### config.mk
export PLATFORM = sky130hd
export DESIGN_NAME = vga_timing_gen_flat
export DESIGN_NICKNAME = d
export VERILOG_FILES = /design/src/rtl/vga_timing_pkg.sv /design/src/rtl/vga_timing_gen_if.sv /design/src/rtl/vga_axis_counter.sv /design/src/rtl/vga_timing_gen.sv /design/src/flat_wrapper.sv
export SDC_FILE = /design/constraint.sdc
export NUM_CORES = 1
export LEC_CHECK = 0
export BUFFER_PORTS_ARGS = -buffer_cell sky130_fd_sc_hd__buf_2
export CORE_ASPECT_RATIO = 1.5
export CORE_MARGIN = 2
export CORE_UTILIZATION = 55
export CTS_CLUSTER_DIAMETER = 60
export DETAILED_ROUTE_END_ITERATION = 16
export GPL_TIMING_DRIVEN = 0
export PLACE_DENSITY_LB_ADDON = 0.2
export SETUP_SLACK_MARGIN = 0.3
export SLEW_MARGIN = 20
export SYNTH_ARGS = -nofsm -noshare
export SYNTH_HDL_FRONTEND = slang
export SYNTH_SLANG_ARGS = --single-unit
### constraint.sdc
create_clock -name clk -period 2.98 [get_ports clk]
set_input_delay 0.298 -clock clk [delete_from_list [all_inputs] [get_ports clk]]
set_output_delay 0.298 -clock clk [all_outputs]
set_load 0.01 [all_outputs]
### src/rtl/vga_timing_pkg.sv
// Shared constants and elaboration helpers for the raster timing generator.
// Defaults describe 640x480 @ 60 Hz with a 25.175 MHz pixel clock.
package vga_timing_pkg;

   localparam int unsigned DEF_H_ACTIVE = 640;
   localparam int unsigned DEF_H_FP     = 16;
   localparam int unsigned DEF_H_SYNC   = 96;
   localparam int unsigned DEF_H_BP     = 48;
   localparam int unsigned DEF_V_ACTIVE = 480;
   localparam int unsigned DEF_V_FP     = 10;
   localparam int unsigned DEF_V_SYNC   = 2;
   localparam int unsigned DEF_V_BP     = 33;
   localparam int unsigned DEF_CNT_W    = 10;
   localparam int unsigned DEF_FRAME_W  = 8;

   // Full period of one axis: active, front porch, sync, back porch.
   function automatic int unsigned axis_total(input int unsigned active, fp, sync, bp);
      return active + fp + sync + bp;
   endfunction

   // Bits needed to hold any value in 0..max_val.
   function automatic int unsigned cnt_width(input int unsigned max_val);
      return (max_val < 2) ? 32'd1 : int'($clog2(max_val + 1));
   endfunction

endpackage

### src/rtl/vga_timing_gen_if.sv
// Raster timing bundle between the generator (master) and the pixel pipeline (slave).
interface vga_timing_gen_if #(
   parameter int unsigned CNT_W   = 10,
   parameter int unsigned FRAME_W = 8
);
   logic               ena;
   logic [CNT_W-1:0]   hpos;
   logic [CNT_W-1:0]   vpos;
   logic               hsync;
   logic               vsync;
   logic               display_on;
   logic               pix_en;
   logic               line_start;
   logic               frame_start;
   logic [FRAME_W-1:0] frame_cnt;

   modport master (
      input  ena,
      output hpos, vpos, hsync, vsync, display_on, pix_en,
             line_start, frame_start, frame_cnt
   );

   modport slave (
      output ena,
      input  hpos, vpos, hsync, vsync, display_on, pix_en,
             line_start, frame_start, frame_cnt
   );
endinterface

### src/rtl/vga_axis_counter.sv
// One raster axis: position counter with registered active/sync flags decoded
// from the next position, so flags and pos always change on the same edge.
module vga_axis_counter
   import vga_timing_pkg::*;
#(
   parameter int unsigned ACTIVE = 640,
   parameter int unsigned FP     = 16,
   parameter int unsigned SYNC   = 96,
   parameter int unsigned BP     = 48,
   parameter bit          POL    = 1'b0,
   parameter int unsigned W      = 10
) (
   input  logic         clk,
   input  logic         rst_n,
   input  logic         advance,
   output logic [W-1:0] pos,
   output logic         wrap,
   output logic         active,
   output logic         sync
);

   localparam int unsigned  TOTAL    = axis_total(ACTIVE, FP, SYNC, BP);
   localparam logic [W-1:0] LAST     = W'(TOTAL - 1);
   localparam logic [W-1:0] ACT_END  = W'(ACTIVE);
   localparam logic [W-1:0] SYNC_BEG = W'(ACTIVE + FP);
   localparam logic [W-1:0] SYNC_END = W'(ACTIVE + FP + SYNC - 1);

   logic         at_last;
   logic [W-1:0] pos_nxt;

   assign at_last = (pos == LAST);
   // Combinational so the next axis steps on the very edge this one wraps.
   assign wrap    = advance && at_last;

   always_comb begin
      // NOTE: default assignment first so every path drives pos_nxt and no latch is inferred.
      pos_nxt = pos;
      if (advance) begin
         pos_nxt = at_last ? '0 : pos + 1'b1;
      end
   end

   always_ff @(posedge clk or negedge rst_n) begin
      // NOTE: non-blocking assignments for all state so every flop samples pre-edge values.
      if (!rst_n) begin
         pos    <= LAST;
         active <= 1'b0;
         sync   <= ~POL;
      end else begin
         pos    <= pos_nxt;
         active <= (pos_nxt < ACT_END);
         sync   <= (pos_nxt >= SYNC_BEG && pos_nxt <= SYNC_END) ? POL : ~POL;
      end
   end

endmodule

### src/rtl/vga_timing_gen.sv
// Parametrised raster timing generator: pixel-clock divider, horizontal and
// vertical axis counters, line/frame strobes and a wrapping frame counter.
module vga_timing_gen
   import vga_timing_pkg::*;
#(
   parameter int unsigned H_ACTIVE = DEF_H_ACTIVE,
   parameter int unsigned H_FP     = DEF_H_FP,
   parameter int unsigned H_SYNC   = DEF_H_SYNC,
   parameter int unsigned H_BP     = DEF_H_BP,
   parameter int unsigned V_ACTIVE = DEF_V_ACTIVE,
   parameter int unsigned V_FP     = DEF_V_FP,
   parameter int unsigned V_SYNC   = DEF_V_SYNC,
   parameter int unsigned V_BP     = DEF_V_BP,
   parameter bit          HS_POL   = 1'b0,
   parameter bit          VS_POL   = 1'b0,
   parameter int unsigned CLK_DIV  = 1,
   parameter int unsigned CNT_W    = DEF_CNT_W,
   parameter int unsigned FRAME_W  = DEF_FRAME_W
) (
   input  logic             clk,
   input  logic             rst_n,
   vga_timing_gen_if.master tim
);

   localparam int unsigned      H_TOTAL  = axis_total(H_ACTIVE, H_FP, H_SYNC, H_BP);
   localparam int unsigned      V_TOTAL  = axis_total(V_ACTIVE, V_FP, V_SYNC, V_BP);
   localparam int unsigned      DIV_W    = cnt_width(CLK_DIV - 1);
   localparam logic [DIV_W-1:0] DIV_LAST = DIV_W'(CLK_DIV - 1);

   if (cnt_width(H_TOTAL - 1) > CNT_W || cnt_width(V_TOTAL - 1) > CNT_W) begin : g_cnt_w_check
      $error("vga_timing_gen: CNT_W=%0d cannot hold H_TOTAL-1=%0d / V_TOTAL-1=%0d",
             CNT_W, H_TOTAL - 1, V_TOTAL - 1);
   end

   if (CLK_DIV < 1 || H_SYNC < 1 || V_SYNC < 1) begin : g_param_check
      $error("vga_timing_gen: CLK_DIV, H_SYNC and V_SYNC must all be >= 1");
   end

   logic [DIV_W-1:0]   div_q;
   logic               div_tc;
   logic               pix_en;
   logic [CNT_W-1:0]   h_pos;
   logic [CNT_W-1:0]   v_pos;
   logic               h_wrap;
   logic               v_wrap;
   logic               h_active;
   logic               v_active;
   logic               h_sync;
   logic               v_sync;
   logic               line_q;
   logic               frame_q;
   logic [FRAME_W-1:0] frame_cnt_q;

   assign div_tc = (div_q == DIV_LAST);
   // Gated by rst_n so the strobe is quiet while the design is held in reset.
   assign pix_en = rst_n && tim.ena && div_tc;

   always_ff @(posedge clk or negedge rst_n) begin
      if (!rst_n) begin
         div_q <= '0;
      end else if (tim.ena) begin
         div_q <= div_tc ? '0 : div_q + 1'b1;
      end
   end

   vga_axis_counter #(
      .ACTIVE (H_ACTIVE),
      .FP     (H_FP),
      .SYNC   (H_SYNC),
      .BP     (H_BP),
      .POL    (HS_POL),
      .W      (CNT_W)
   ) u_h_axis (
      .clk     (clk),
      .rst_n   (rst_n),
      .advance (pix_en),
      .pos     (h_pos),
      .wrap    (h_wrap),
      .active  (h_active),
      .sync    (h_sync)
   );

   // The vertical axis steps once per line, so vsync covers whole lines.
   vga_axis_counter #(
      .ACTIVE (V_ACTIVE),
      .FP     (V_FP),
      .SYNC   (V_SYNC),
      .BP     (V_BP),
      .POL    (VS_POL),
      .W      (CNT_W)
   ) u_v_axis (
      .clk     (clk),
      .rst_n   (rst_n),
      .advance (h_wrap),
      .pos     (v_pos),
      .wrap    (v_wrap),
      .active  (v_active),
      .sync    (v_sync)
   );

   // Strobes are captured on the wrap edge, so they coincide with (0,y) and (0,0).
   always_ff @(posedge clk or negedge rst_n) begin
      if (!rst_n) begin
         line_q      <= 1'b0;
         frame_q     <= 1'b0;
         frame_cnt_q <= '0;
      end else begin
         line_q  <= h_wrap;
         frame_q <= v_wrap;
         if (v_wrap) begin
            frame_cnt_q <= frame_cnt_q + 1'b1;
         end
      end
   end

   assign tim.hpos        = h_pos;
   assign tim.vpos        = v_pos;
   assign tim.hsync       = h_sync;
   assign tim.vsync       = v_sync;
   assign tim.display_on  = h_active && v_active;
   assign tim.pix_en      = pix_en;
   assign tim.line_start  = line_q && tim.ena;
   assign tim.frame_start = frame_q && tim.ena;
   assign tim.frame_cnt   = frame_cnt_q;

endmodule

### src/flat_wrapper.sv
// flat-port wrapper written by rule: the top's interface ports become plain ports
module vga_timing_gen_flat import vga_timing_pkg::*;
#(
   parameter int unsigned H_ACTIVE = DEF_H_ACTIVE,
   parameter int unsigned H_FP     = DEF_H_FP,
   parameter int unsigned H_SYNC   = DEF_H_SYNC,
   parameter int unsigned H_BP     = DEF_H_BP,
   parameter int unsigned V_ACTIVE = DEF_V_ACTIVE,
   parameter int unsigned V_FP     = DEF_V_FP,
   parameter int unsigned V_SYNC   = DEF_V_SYNC,
   parameter int unsigned V_BP     = DEF_V_BP,
   parameter bit          HS_POL   = 1'b0,
   parameter bit          VS_POL   = 1'b0,
   parameter int unsigned CLK_DIV  = 1,
   parameter int unsigned CNT_W    = DEF_CNT_W,
   parameter int unsigned FRAME_W  = DEF_FRAME_W
)
  (clk, rst_n, tim_ena, tim_hpos, tim_vpos, tim_hsync, tim_vsync, tim_display_on, tim_pix_en, tim_line_start, tim_frame_start, tim_frame_cnt);
  vga_timing_gen_if #(.CNT_W(CNT_W), .FRAME_W(FRAME_W)) tim_i ();
  input  logic clk;
  input  logic rst_n;
  input wire logic [$bits(tim_i.ena)-1:0] tim_ena;
  output wire logic [$bits(tim_i.hpos)-1:0] tim_hpos;
  output wire logic [$bits(tim_i.vpos)-1:0] tim_vpos;
  output wire logic [$bits(tim_i.hsync)-1:0] tim_hsync;
  output wire logic [$bits(tim_i.vsync)-1:0] tim_vsync;
  output wire logic [$bits(tim_i.display_on)-1:0] tim_display_on;
  output wire logic [$bits(tim_i.pix_en)-1:0] tim_pix_en;
  output wire logic [$bits(tim_i.line_start)-1:0] tim_line_start;
  output wire logic [$bits(tim_i.frame_start)-1:0] tim_frame_start;
  output wire logic [$bits(tim_i.frame_cnt)-1:0] tim_frame_cnt;
  assign tim_i.ena = tim_ena;
  assign tim_hpos = tim_i.hpos;
  assign tim_vpos = tim_i.vpos;
  assign tim_hsync = tim_i.hsync;
  assign tim_vsync = tim_i.vsync;
  assign tim_display_on = tim_i.display_on;
  assign tim_pix_en = tim_i.pix_en;
  assign tim_line_start = tim_i.line_start;
  assign tim_frame_start = tim_i.frame_start;
  assign tim_frame_cnt = tim_i.frame_cnt;
  vga_timing_gen #(.H_ACTIVE(H_ACTIVE), .H_FP(H_FP), .H_SYNC(H_SYNC), .H_BP(H_BP), .V_ACTIVE(V_ACTIVE), .V_FP(V_FP), .V_SYNC(V_SYNC), .V_BP(V_BP), .HS_POL(HS_POL), .VS_POL(VS_POL), .CLK_DIV(CLK_DIV), .CNT_W(CNT_W), .FRAME_W(FRAME_W)) u_core (.clk(clk), .rst_n(rst_n), .tim(tim_i));
endmodule
Word level (Yosys, flattened, before mapping)
Index checks and enable logic that the tools add are counted.
{ "word_totals": {"register_bits": 35, "wordCells": 39} }
{ "classes": {"bitwise": 1, "reduce_logical": 9, "addsub": 4, "n_mux": 7, "n_eq_ne": 2, "n_lt_le_gt_ge": 6} }
{ "op_table": {"columns": ["op", "count"], "rows": [
  ["10-bit 2-to-1 mux", 4],
  ["10-bit by 1-bit adder with 10-bit output, second input constant", 2],
  ["10-bit equality test, second input constant", 2],
  ["10-bit >= comparator, second input constant", 1],
  ["10-bit by 9-bit >= comparator with 1-bit output, second input constant", 1],
  ["10-bit <= comparator, second input constant", 1],
  ["10-bit by 9-bit <= comparator with 1-bit output, second input constant", 1],
  ["10-bit < comparator, second input constant", 1],
  ["10-bit by 9-bit < comparator with 1-bit output, second input constant", 1],
  ["1-bit logical AND", 9],
  ["8-bit by 1-bit adder with 8-bit output, second input constant", 1],
  ["1-bit 2-to-1 mux", 3],
  ["1-bit adder, second input constant", 1],
  ["1-bit NOT", 1]
]} }

Depth between registers and ports, before layout
Gate-level depths: netlist (run 1).
{ "logic_depth": {"word_depth": 7, "mapped_depth": 9, "mapped_depth_nobuf": 7} }

Hierarchy
Synthesis (run 1) repeated with hierarchy kept, for this count alone.
{ "unflattened": {"cells_unflattened": 167, "area_unflattened_um2": 1781.7} }
{ "by_module_without_submodules": {"columns": ["module", "n_inst", "area_each_um2", "seq_area_each_um2", "cells_per_inst"], "rows": [
  ["vga_axis_counter at u_core.u_v_axis", 1, 718.2, 305.3, 69],
  ["vga_axis_counter at u_core.u_h_axis", 1, 656.9, 310.3, 66],
  ["vga_timing_gen", 1, 406.6, 250.2, 32]
]} }

Worst setup path before layout (run 1)
No wires, ideal clock.
{ "synth_path": {"path_kind": "register to register", "start": "register u_core.u_h_axis.pos[0]", "end": "register u_core.u_v_axis.sync", "stages_incl_launch_ff": 9, "n_path_buf": 2, "slack_ns": 0.752, "synth_period_minus_slack_ns": 2.228, "t_required_ns": 2.889, "arrival_time_ns": 2.137, "cell_sequence": "dfstp_2 ha_1 and3_1 buf_4 nand4b_2 buf_6 or4_4 a211oi_2 o211ai_1"} }
{ "synth_via": {"elab_chain_len": 6} }
{ "synth_lines": {"columns": ["item", "line", "source"], "rows": [
  ["start: declaration", "vga_axis_counter.sv:16", "output logic [W-1:0] pos,"],
  ["start signal: assignment", "vga_axis_counter.sv:50", "pos <= pos_nxt;"],
  ["10-bit equality test (*)", "vga_axis_counter.sv:31", "assign at_last = (pos == LAST);"],
  ["1-bit logical AND (*)", "vga_axis_counter.sv:33", "assign wrap = advance && at_last;"],
  ["10-bit 2-to-1 mux (*)", "vga_axis_counter.sv:38", "if (advance) begin"],
  ["10-bit by 9-bit >= comparator with 1-bit output / 10-bit by 9-bit <= comparator with 1-bit output (equally long branches)", "vga_axis_counter.sv:52", "sync <= (pos_nxt >= SYNC_BEG && pos_nxt <= SYNC_END) ? POL : ~POL;"],
  ["1-bit logical AND (*)", "vga_axis_counter.sv:52", null],
  ["1-bit 2-to-1 mux (*)", "vga_axis_counter.sv:52", null],
  ["end signal: assignment", "vga_axis_counter.sv:48", "sync <= ~POL;"],
  ["end signal: assignment", "vga_axis_counter.sv:52", null],
  ["end: declaration", "vga_axis_counter.sv:19", "output logic sync"]
]} }
Every way passes the cells marked *; elsewhere a longest branch is shown, timed or not.
A chain may end at the register's enable or synchronous reset.

Worst setup path in the final report (run 1)
Ends and elaborated chain as after synthesis.

==> impl_metrics.yaml, run 1 <==
layout:
  final_util_pct: 66.54
  seq_area_sq_um: 865.8
  nNetsFinal: 251
  final_area_sq_um: 2230
  areaGrowthSynthToFinish_pct: 17.01
  diodes: 0
  drive_gt1_share_pct: 28.57
  final_cells: 287
  multi_input_area_sq_um: 947.2
  fillerInstances: 316
floorplan:
  initial_utilization_pct: 56.87
  die_h_um: 76.09
  placeableCoreArea_sq_um: 3351
  rows: 26
  ios: 37
  die_w_um: 52.06
  dieArea_sq_um: 3961
min_path:
  hp-class: "input port to async pin"
power:
  powerDensity_nw_per_um2: 474.3
  vdd_drop_max_mv: 0.3776
  cellLeakagePower_nw: 1.076
sta:
  finalHoldViolations: 0
  rsz0062_at_grt: "false"
  fin_tns_setup_ps: 0
  finalMaxSlewViolations: 0
  setup_ws_ps: 581.0
  worst_slew_pin_slew_ps: 794.9
  setup_viol: 0
  min_period_over_period_pct: 80.50
  max_slew_margin_pct: 47.01
  clock_skew_ps: 5.004
  period_needed_ps: 2399
  fmax_mhz: 416.8
placed_design:
  placed_area_sq_um: 2138
  gp_congestion: 0.8133
  dp_hpwl_um: 2931
  port_buffers: 36
  dp_slack_ps: 327.5
  post-place-cells: 279
synth:
  synth-xor-area-share_pct: 6.894
  yosysSeqAreaShare_pct: 45.44
  synth_area_sq_um: 1906
  yosys.area_share.simple_pct: 26.72
  synth.avg_cell_area_sq_um: 9.480
  synth_nets: 208
  yosys_warnings: 0
  synth_seq_cells: 34
  synthAdderAreaFrac_pct: 2.626
  synth_top_area_share_pct: 28.89
  synth_top_family_by_area: "simple AND/OR/NAND/NOR gates"
  synth-async-reset-ratio_pct: 100.0
  synth-compound-area-share_pct: 12.87
  syn-instance-count: 201
  synth_mux_area_share_pct: 0.5909
  synth_most_common_cell: "nand2_1"
  ys.flop_type: "dfrtp_1"
  synth_edf_count: 0
  synth_cell_types: 47
  yosysTopAreaCell: "dfrtp_1"
  ys_top_cells_by_area: "dfrtp_1, dfstp_2, nand2_1, o21ai_0, xnor2_1"
  synth_top_cells_by_count: "nand2_1, dfrtp_1, o21ai_0"
worst_setup_path:
  crit_fanout: 10
  reg2reg_to: "u_core.u_v_axis.sync"
  cp_cell_sequence: "ha_1 > and3_1 > buf_4 > nand4b_2 > buf_6 > or4_4 > a211oi_2 > o211ai_1"
  worst_setup_path_end_kind: "flop"
  worstSetupPathType: "flop to flop"
  endpoint: "u_core.u_v_axis.sync"
  cp-start-kind: "flop"
  crit_family: "simple AND/OR/NAND/NOR gates"
  crit_arrival_ps: 2610
  worstSetupStartpoint: "u_core.u_h_axis.pos[0]"
  r2r_cells: 8
  crit_path_top_delay_cell: "dfstp_2"
  path_depth: 8
  max_stage_delay_ps: 570
  rrSetupSlack_ps: 580
  crit_buf_inv: 2
  required_ps: 3190
  r2r_start: "u_core.u_h_axis.pos[0]"
route:
  drt_iter0_drc: 40
  post_drt_wl_per_cell_um: 14.31
  firstDrtPassIters: 4
  antenna_left: 0
  routed_wl_um: 4107
  vias: 1658
  post-route-drc-count: 0
  viasPerCell: 5.777
clock_network:
  cts.sinks: 34
  cts_buffers: 5
  clockRootBuffer: "clkbuf_8"
  cts.repair.resized: 0
  cts_tree: "yes"
  cts-hold-fix-buffers: 0
  clk_latency_ps: 290
  clk_pin_slew_worst_paths_ps: 70
  cts_setup_buffers: 0
  cts.path.max_buffers: 2
  cts_max_level: 2
global_route:
  grt.overflow.total: 0
  antenna_found_initial: 0
  grt_pass1_vias: 1575
  grt_first_pass_wirelength_um: 7169
  grt_start_max_net_pins: 39
  grt_use_total_pct: 23.75
flow_run:
  cap_viol_max_count: 0
status:
  status: "finished clean"
worst register-to-register path, delay by kind of cell (launching register included):
family                   cells  cell delay (ps)
AND/OR/NAND/NOR              3              830
adder cells (fa/ha/maj)      1              250
flip-flops                   1              570
buffers and inverters        2              320
AO/OA/AOI/OAI                2              370
registers in the layout, indices dropped and copies added (netlist names):
signal	count
u_core.frame_q	1
u_core.tim.frame_cnt	8
u_core.u_v_axis.sync	1
u_core.u_h_axis.sync	1
u_core.line_q	1
u_core.u_v_axis.pos	10
u_core.u_v_axis.active	1
u_core.u_h_axis.active	1
u_core.u_h_axis.pos	10
metal layers:
| layer | track usage, % | vias to the layer above | wire length (um) |
|---|---|---|---|
| met4 | 10.26 | 0 | 98 |
| li1 | - | 809 | - |
| met1 | 29.06 | 796 | 1665 |
| met3 | 5.490 | 9 | 179 |
| met2 | 38.86 | 44 | 2163 |
| met5 | 0 | - | 0 |
cell usage in the layout, fill, tap and decap left out, types with 8 or more instances in the layout:
cell type,instances
dfrtp_1,22
xnor2_1,9
nand4_1,8
buf_2,40
nand3_1,12
nand2_1,23
nor3_1,11
nor2_1,9
o21ai_0,16
dfstp_2,12
inv_1,9
per-stage QoR:
stage	total power, mW	hold slack [ps]
after detailed placement	0.7157	427.2
after global placement	0.7095	427.2
final	1.057	89.72
after CTS	1.070	115.7
after global routing	1.113	163.6
after floorplan	0.6504	2.409
power breakdown:
| group | leakage [nW] | total, mW | internal (mW) | switching [mW] |
|---|---|---|---|---|
| Sequential | 0.417 | 0.554 | 0.514 | 0.0403 |
| Combinational | 0.611 | 0.152 | 0.0625 | 0.0893 |
| Clock | 0.0482 | 0.352 | 0.186 | 0.165 |
logic make-up after synthesis:
kind of cell / after synthesis
flip-flops: 34
multiplexers: 1
AO/OA/AOI/OAI: 37
XOR/XNOR: 15
AND/OR/NAND/NOR: 91
buffers and inverters: 19
adder cells (fa/ha/maj): 4
cell type report:
cell class	instances	share of cell area, %
sequential	34	38.83
tap	42	2.357
inverter	9	1.515
multi-input combinational	148	42.48
clock inverter	1	0.2245
buffer	10	2.637
clock buffer	7	3.872
timing repair buffer	36	8.081
worst min-delay path by stage:
stage                        endpoint  slack [ps]  cells after the start
2_1_floorplan          u_core.frame_q           2                      0
3_3_place_gp   u_core.u_h_axis.pos[6]         430                      1
3_5_place_dp   u_core.u_h_axis.pos[6]         430                      1
4_1_cts        u_core.u_h_axis.pos[5]         120                      1
5_1_grt        u_core.u_h_axis.pos[5]         160                      1
6_report       u_core.u_h_axis.active          90                      1
Note: power is estimated with default switching activity, not from simulation.
==> run 2: changes to the inputs <==
--- a/config.mk
+++ b/config.mk
@@ -8,7 +8,7 @@
 export BUFFER_PORTS_ARGS = -buffer_cell sky130_fd_sc_hd__buf_2
 export CORE_ASPECT_RATIO = 1.5
 export CORE_MARGIN = 2
-export CORE_UTILIZATION = 55
+export CORE_UTILIZATION = 49
 export CTS_CLUSTER_DIAMETER = 60
 export DETAILED_ROUTE_END_ITERATION = 16
 export GPL_TIMING_DRIVEN = 0
==> constraint.sdc (replaced) <==
create_clock -name clk -period 2 [get_ports clk]
set_input_delay 0.2 -clock clk [delete_from_list [all_inputs] [get_ports clk]]
set_output_delay 0.2 -clock clk [all_outputs]
set_load 0.01 [all_outputs]
==> impl_metrics.yaml, run 2 (synthesis results as in run 1) <==
power:
  combPwrFrac_pct: 20.1
  switching_share_pct: 29.99
  p_switching_uw: 517.6
  p_clk_share_pct: 30.9
  cellLeakagePower_nw: 1.252
  vdd_drop_max_mv: 0.5461
  pwr-share-seq_pct: 49.0
  powerDensity_nw_per_um2: 643.4
  internal_power_mw: 1.208
  total_power_mw: 1.726
route:
  post-route-drc-count: 0
  highest_layer: "met4"
  wl_met1_um: 1990
  viasPerCell: 5.770
  firstDrtPassIters: 4
  vias: 1829
  met3_length_um: 253
  drt_iter0_drc: 72
  dr_wl_met2_um: 2710
  antenna_left: 0
  routed_wl_um: 5079
  post_drt_wl_per_cell_um: 16.02
floorplan:
  ios: 37
  die_h_um: 80.38
  die_w_um: 54.92
  dieArea_sq_um: 4414
  rows: 27
  initial_utilization_pct: 51.28
  placeableCoreArea_sq_um: 3716
layout:
  drive_gt1_share_pct: 48.54
  areaGrowthSynthToFinish_pct: 40.77
  diodes: 0
  fillerInstances: 288
  nNetsFinal: 280
  final_common_cell: "buf_2"
  layout_common_cells: "buf_2, buf_4, nand2_1"
sta:
  max_slew_margin_pct: 60.93
  worst_slew_pin_slew_ps: 584.1
  period_needed_ps: 2044
  fin_tns_setup_ps: -43.57
  rsz0062_at_grt: "true"
  finalHoldViolations: 0
  finalMaxSlewViolations: 0
  clock_skew_ps: 6.318
  setup_ws_ps: -43.57
  min_period_over_period_pct: 102.2
  setup_viol: 1
  fmax_mhz: 489.3
placed_design:
  dp_hpwl_um: 2850
  gp_congestion: 0.8102
  port_buffers: 36
global_route:
  antenna_found_initial: 0
  grt_pass1_vias: 1740
  grt_start_max_net_pins: 23
  grt.overflow.total: 0
  grt_use_total_pct: 23.97
  grt_first_pass_wirelength_um: 7721
worst_setup_path:
  cp-start-kind: "flop"
  required_ps: 2200
  crit_fanout: 6
  worst_setup_path_end_kind: "flop"
  worstSetupPathType: "flop to flop"
  crit_arrival_ps: 2240
status:
  violations: "negative setup slack"
  status: "complete, but fails checks"
min_path:
  hp-class: "input port to async pin"
clock_network:
  cts.path.max_buffers: 2
  clk_pin_slew_worst_paths_ps: 70
  clk_latency_ps: 290
  cts.sinks: 34
  clockRootBuffer: "clkbuf_8"
  cts_tree: "yes"
  cts_buffers: 5
  cts_max_level: 2
flow_run:
  cap_viol_max_count: 0
[run 2: cell types whose count changed in the layout (fill, tap and decap cells not counted), sizes merged]
cell	delta
buf	+28
dlygate4sd3	+1
[run 2: layer usage]
metal / vias to the layer above / track usage, %
li1: 856 / -
met1: 887 / 27.49
met2: 74 / 40.24
met3: 12 / 6.320
met4: 0 / 10.49
met5: - / 0
[run 2: final timing paths]
| path | startpoint | end | slack [ps] | depth (start not counted) |
|---|---|---|---|---|
| worst max-delay path | u_core.u_h_axis.pos[1] | u_core.u_v_axis.sync | -40 | 8 |
| worst min-delay path | rst_n | u_core.u_h_axis.pos[7] | 10 | 2 |
| worst max register to register | u_core.u_h_axis.pos[1] | u_core.u_v_axis.sync | -40 | 8 |
| worst min register to register | u_core.tim.frame_cnt[7] | u_core.tim.frame_cnt[7] | 480 | 1 |
| max in group asynchronous | rst_n | u_core.u_h_axis.sync | 1130 | 2 |
| min in group clk | rst_n | u_core.u_h_axis.pos[1] | 280 | 4 |
[run 2: area by class of cell]
| cell class | count | area [sq um] | area share (%) |
|---|---|---|---|
| multi-input combinational | 148 | 1134 | 42.26 |
| sequential | 34 | 872.1 | 32.51 |
| timing repair buffer | 65 | 411.6 | 15.35 |
| clock buffer | 7 | 86.33 | 3.218 |
| buffer | 10 | 83.83 | 3.125 |
| tap | 43 | 53.80 | 2.006 |
| inverter | 9 | 36.28 | 1.353 |
| clock inverter | 1 | 5.005 | 0.1866 |
[run 2: power groups by stage]
| stage | Sequential [mW] | Combinational [mW] | Clock [mW] |
|---|---|---|---|
| after global placement | 0.842 | 0.235 | 0 |
| after global routing | 0.858 | 0.385 | 0.576 |
| after floorplan | 0.858 | 0.129 | 0 |
| after CTS | 0.830 | 0.290 | 0.544 |
| after detailed placement | 0.845 | 0.240 | 0 |
| final | 0.846 | 0.347 | 0.533 |
[run 2: critical path: stages (launching register included)]
cell and delay (ps):
dfstp_2 560, ha_4 140, and3_4 160, buf_6 100
nand4b_4 100, buf_6 160, or4_4 420, a211oi_2 190
o211ai_1 120
[run 2: what timing repair did]
action / CTS / global route
endpoints found under the setup margin: 24 / 27
pin swaps: 10 / 14
endpoints found under the hold margin: 22 / 0
hold buffers: 2 / 0
cloned: 1 / 0
gates resized for setup: 23 / 23
buffers inserted: 15 / 11
[run 2: per-stage QoR]
| stage | hold slack (ps) | std cells | utilization [%] | setup slack, ps | cell area, sq um |
|---|---|---|---|---|---|
| detailed placement | 335.2 | 280 | 59.06 | -421.5 | 2195 |
| CTS | 270.4 | 306 | 67.37 | -66.08 | 2504 |
| global route | 51.35 | 317 | 72.19 | -102.6 | 2683 |
| floorplan | -95.59 | 201 | - | -34.86 | 1961 |
| finish | 14.93 | 317 | 72.19 | -43.57 | 2683 |
| global placement | 329.0 | 280 | 59.06 | -400.8 | 2195 |
==> run 3: changes to the inputs <==
--- a/config.mk
+++ b/config.mk
@@ -6,13 +6,14 @@
 export NUM_CORES = 1
 export LEC_CHECK = 0
 export BUFFER_PORTS_ARGS = -buffer_cell sky130_fd_sc_hd__buf_2
-export CORE_ASPECT_RATIO = 1.5
+export CORE_ASPECT_RATIO = 0.5
 export CORE_MARGIN = 2
 export CORE_UTILIZATION = 49
 export CTS_CLUSTER_DIAMETER = 60
 export DETAILED_ROUTE_END_ITERATION = 16
 export GPL_TIMING_DRIVEN = 0
 export PLACE_DENSITY_LB_ADDON = 0.2
+export REMOVE_ABC_BUFFERS = 1
 export SETUP_SLACK_MARGIN = 0.3
 export SLEW_MARGIN = 20
 export SYNTH_ARGS = -nofsm -noshare
==> impl_metrics.yaml, run 3 (synthesis results as in run 1) <==
sta:
  fmax_mhz: 502.6
  finalMaxSlewViolations: 0
  worst_slew_pin_slew_ps: 654.8
  clock_skew_ps: 6.615
  max_slew_margin_pct: 56.21
  finalHoldViolations: 0
  min_period_over_period_pct: 99.48
  setup_viol: 0
  fin_tns_setup_ps: 0
  rsz0062_at_grt: "true"
  period_needed_ps: 1990
global_route:
  grt_start_max_net_pins: 23
  grt_pass1_vias: 1652
  grt.overflow.total: 0
  grt_use_total_pct: 26.05
  grt_first_pass_wirelength_um: 8293
  antenna_found_initial: 0
layout:
  fillerInstances: 218
  final_area_sq_um: 2865
  nNetsFinal: 289
  final_cells: 334
  diodes: 0
  layout_common_cells: "buf_2, buf_4, nand2_1, dfrtp_1, buf_6"
  areaGrowthSynthToFinish_pct: 50.36
  final_common_cell: "buf_2"
  drive_gt1_share_pct: 53.00
  final_util_pct: 79.93
worst_setup_path:
  cp-start-kind: "flop"
  crit_arrival_ps: 2200
  worstSetupPathType: "flop to flop"
  crit_fanout: 7
  required_ps: 2210
  worst_setup_path_end_kind: "flop"
clock_network:
  clk_pin_slew_worst_paths_ps: 70
  cts.path.max_buffers: 2
  cts_buffers: 5
  cts_tree: "yes"
  cts_max_level: 2
  cts.sinks: 34
  clk_latency_ps: 290
  clockRootBuffer: "clkbuf_8"
floorplan:
  ios: 37
  initial_utilization_pct: 53.16
  rows: 15
  dieArea_sq_um: 4434
  placeableCoreArea_sq_um: 3585
  die_h_um: 48.10
  die_w_um: 92.19
route:
  firstDrtPassIters: 5
  post-route-drc-count: 0
  viasPerCell: 5.626
  antenna_left: 0
  post_drt_wl_per_cell_um: 16.90
  vias: 1879
  routed_wl_um: 5646
  drt_iter0_drc: 136
placed_design:
  port_buffers: 36
  gp_congestion: 0.8326
  placed_area_sq_um: 2091
  dp_hpwl_um: 2793
  post-place-cells: 278
power:
  powerDensity_nw_per_um2: 576.1
  vdd_drop_max_mv: 0.3399
  cellLeakagePower_nw: 1.383
  total_power_mw: 1.651
status:
  status: "finished clean"
min_path:
  hp-class: "input port to async pin"
flow_run:
  cap_viol_max_count: 0
-- run 3: cell types whose count changed in the layout (fill, tap and decap cells not counted), sizes merged --
cell	change
buf	+11
clkinv	+1
and2	+1
clkbuf	-4
clkinvlp	+1
inv	-1
-- run 3: path summary, 6_finish.rpt --
check	start	slack, ps	end	cells past startpoint
worst max-delay path	u_core.u_v_axis.pos[1]	10	u_core.u_v_axis.sync	7
min in group clk	tim_ena	290	u_core.u_h_axis.pos[1]	4
worst min register to register	u_core.tim.frame_cnt[7]	470	u_core.tim.frame_cnt[7]	1
worst min-delay path	rst_n	60	u_core.u_v_axis.pos[7]	2
worst max register to register	u_core.u_v_axis.pos[1]	10	u_core.u_v_axis.sync	7
max in group asynchronous	rst_n	1060	u_core.u_h_axis.sync	2
-- run 3: critical path: stages, from the launching register on --
cell	delay (ps)
dfrtp_1	380
buf_4	130
ha_2	250
nand3_4	160
or3b_1	400
a211oi_2	260
o221a_4	240
o211ai_1	100
-- run 3: per-stage QoR --
stage          setup slack [ps]  hold WS (ps)
2_1_floorplan            -306.4        -95.59
3_3_place_gp             -907.7         327.2
3_5_place_dp             -949.3         335.6
4_1_cts                   22.96         288.8
5_1_grt                  -60.03         92.08
6_report                  10.43         60.57
-- run 3: layer usage --
layer  GRT usage, %  vias up  wire [um]
met5              0        -          0
met3          5.564       21        329
met2          45.88       79       2773
met4          15.82        0        204
li1               -      883          -
met1          31.64      896       2339
-- run 3: layout make-up --
cell class	instances	area, sq um	area share [%]
clock buffer	6	72.57	2.533
multi-input combinational	149	1207	42.14
timing repair buffer	83	604.3	21.09
tap	51	63.81	2.227
inverter	9	37.54	1.310
sequential	34	869.6	30.35
clock inverter	2	10.01	0.3493
-- run 3: what timing repair did --
action / CTS / global route
cloned: 1 / 0
hold buffers: 2 / 0
setup buffers: 32 / 13
pin swaps: 24 / 9
hold endpoints to repair: 22 / 0
gates resized for setup: 56 / 31
setup endpoints to repair: 28 / 27
-- run 3: power breakdown --
group          switching (mW)  internal, mW  leakage (nW)
sequential             0.0669         0.765         0.412
combinational           0.174         0.140         0.927
clock                   0.263         0.241        0.0450
total                   0.504          1.15          1.38
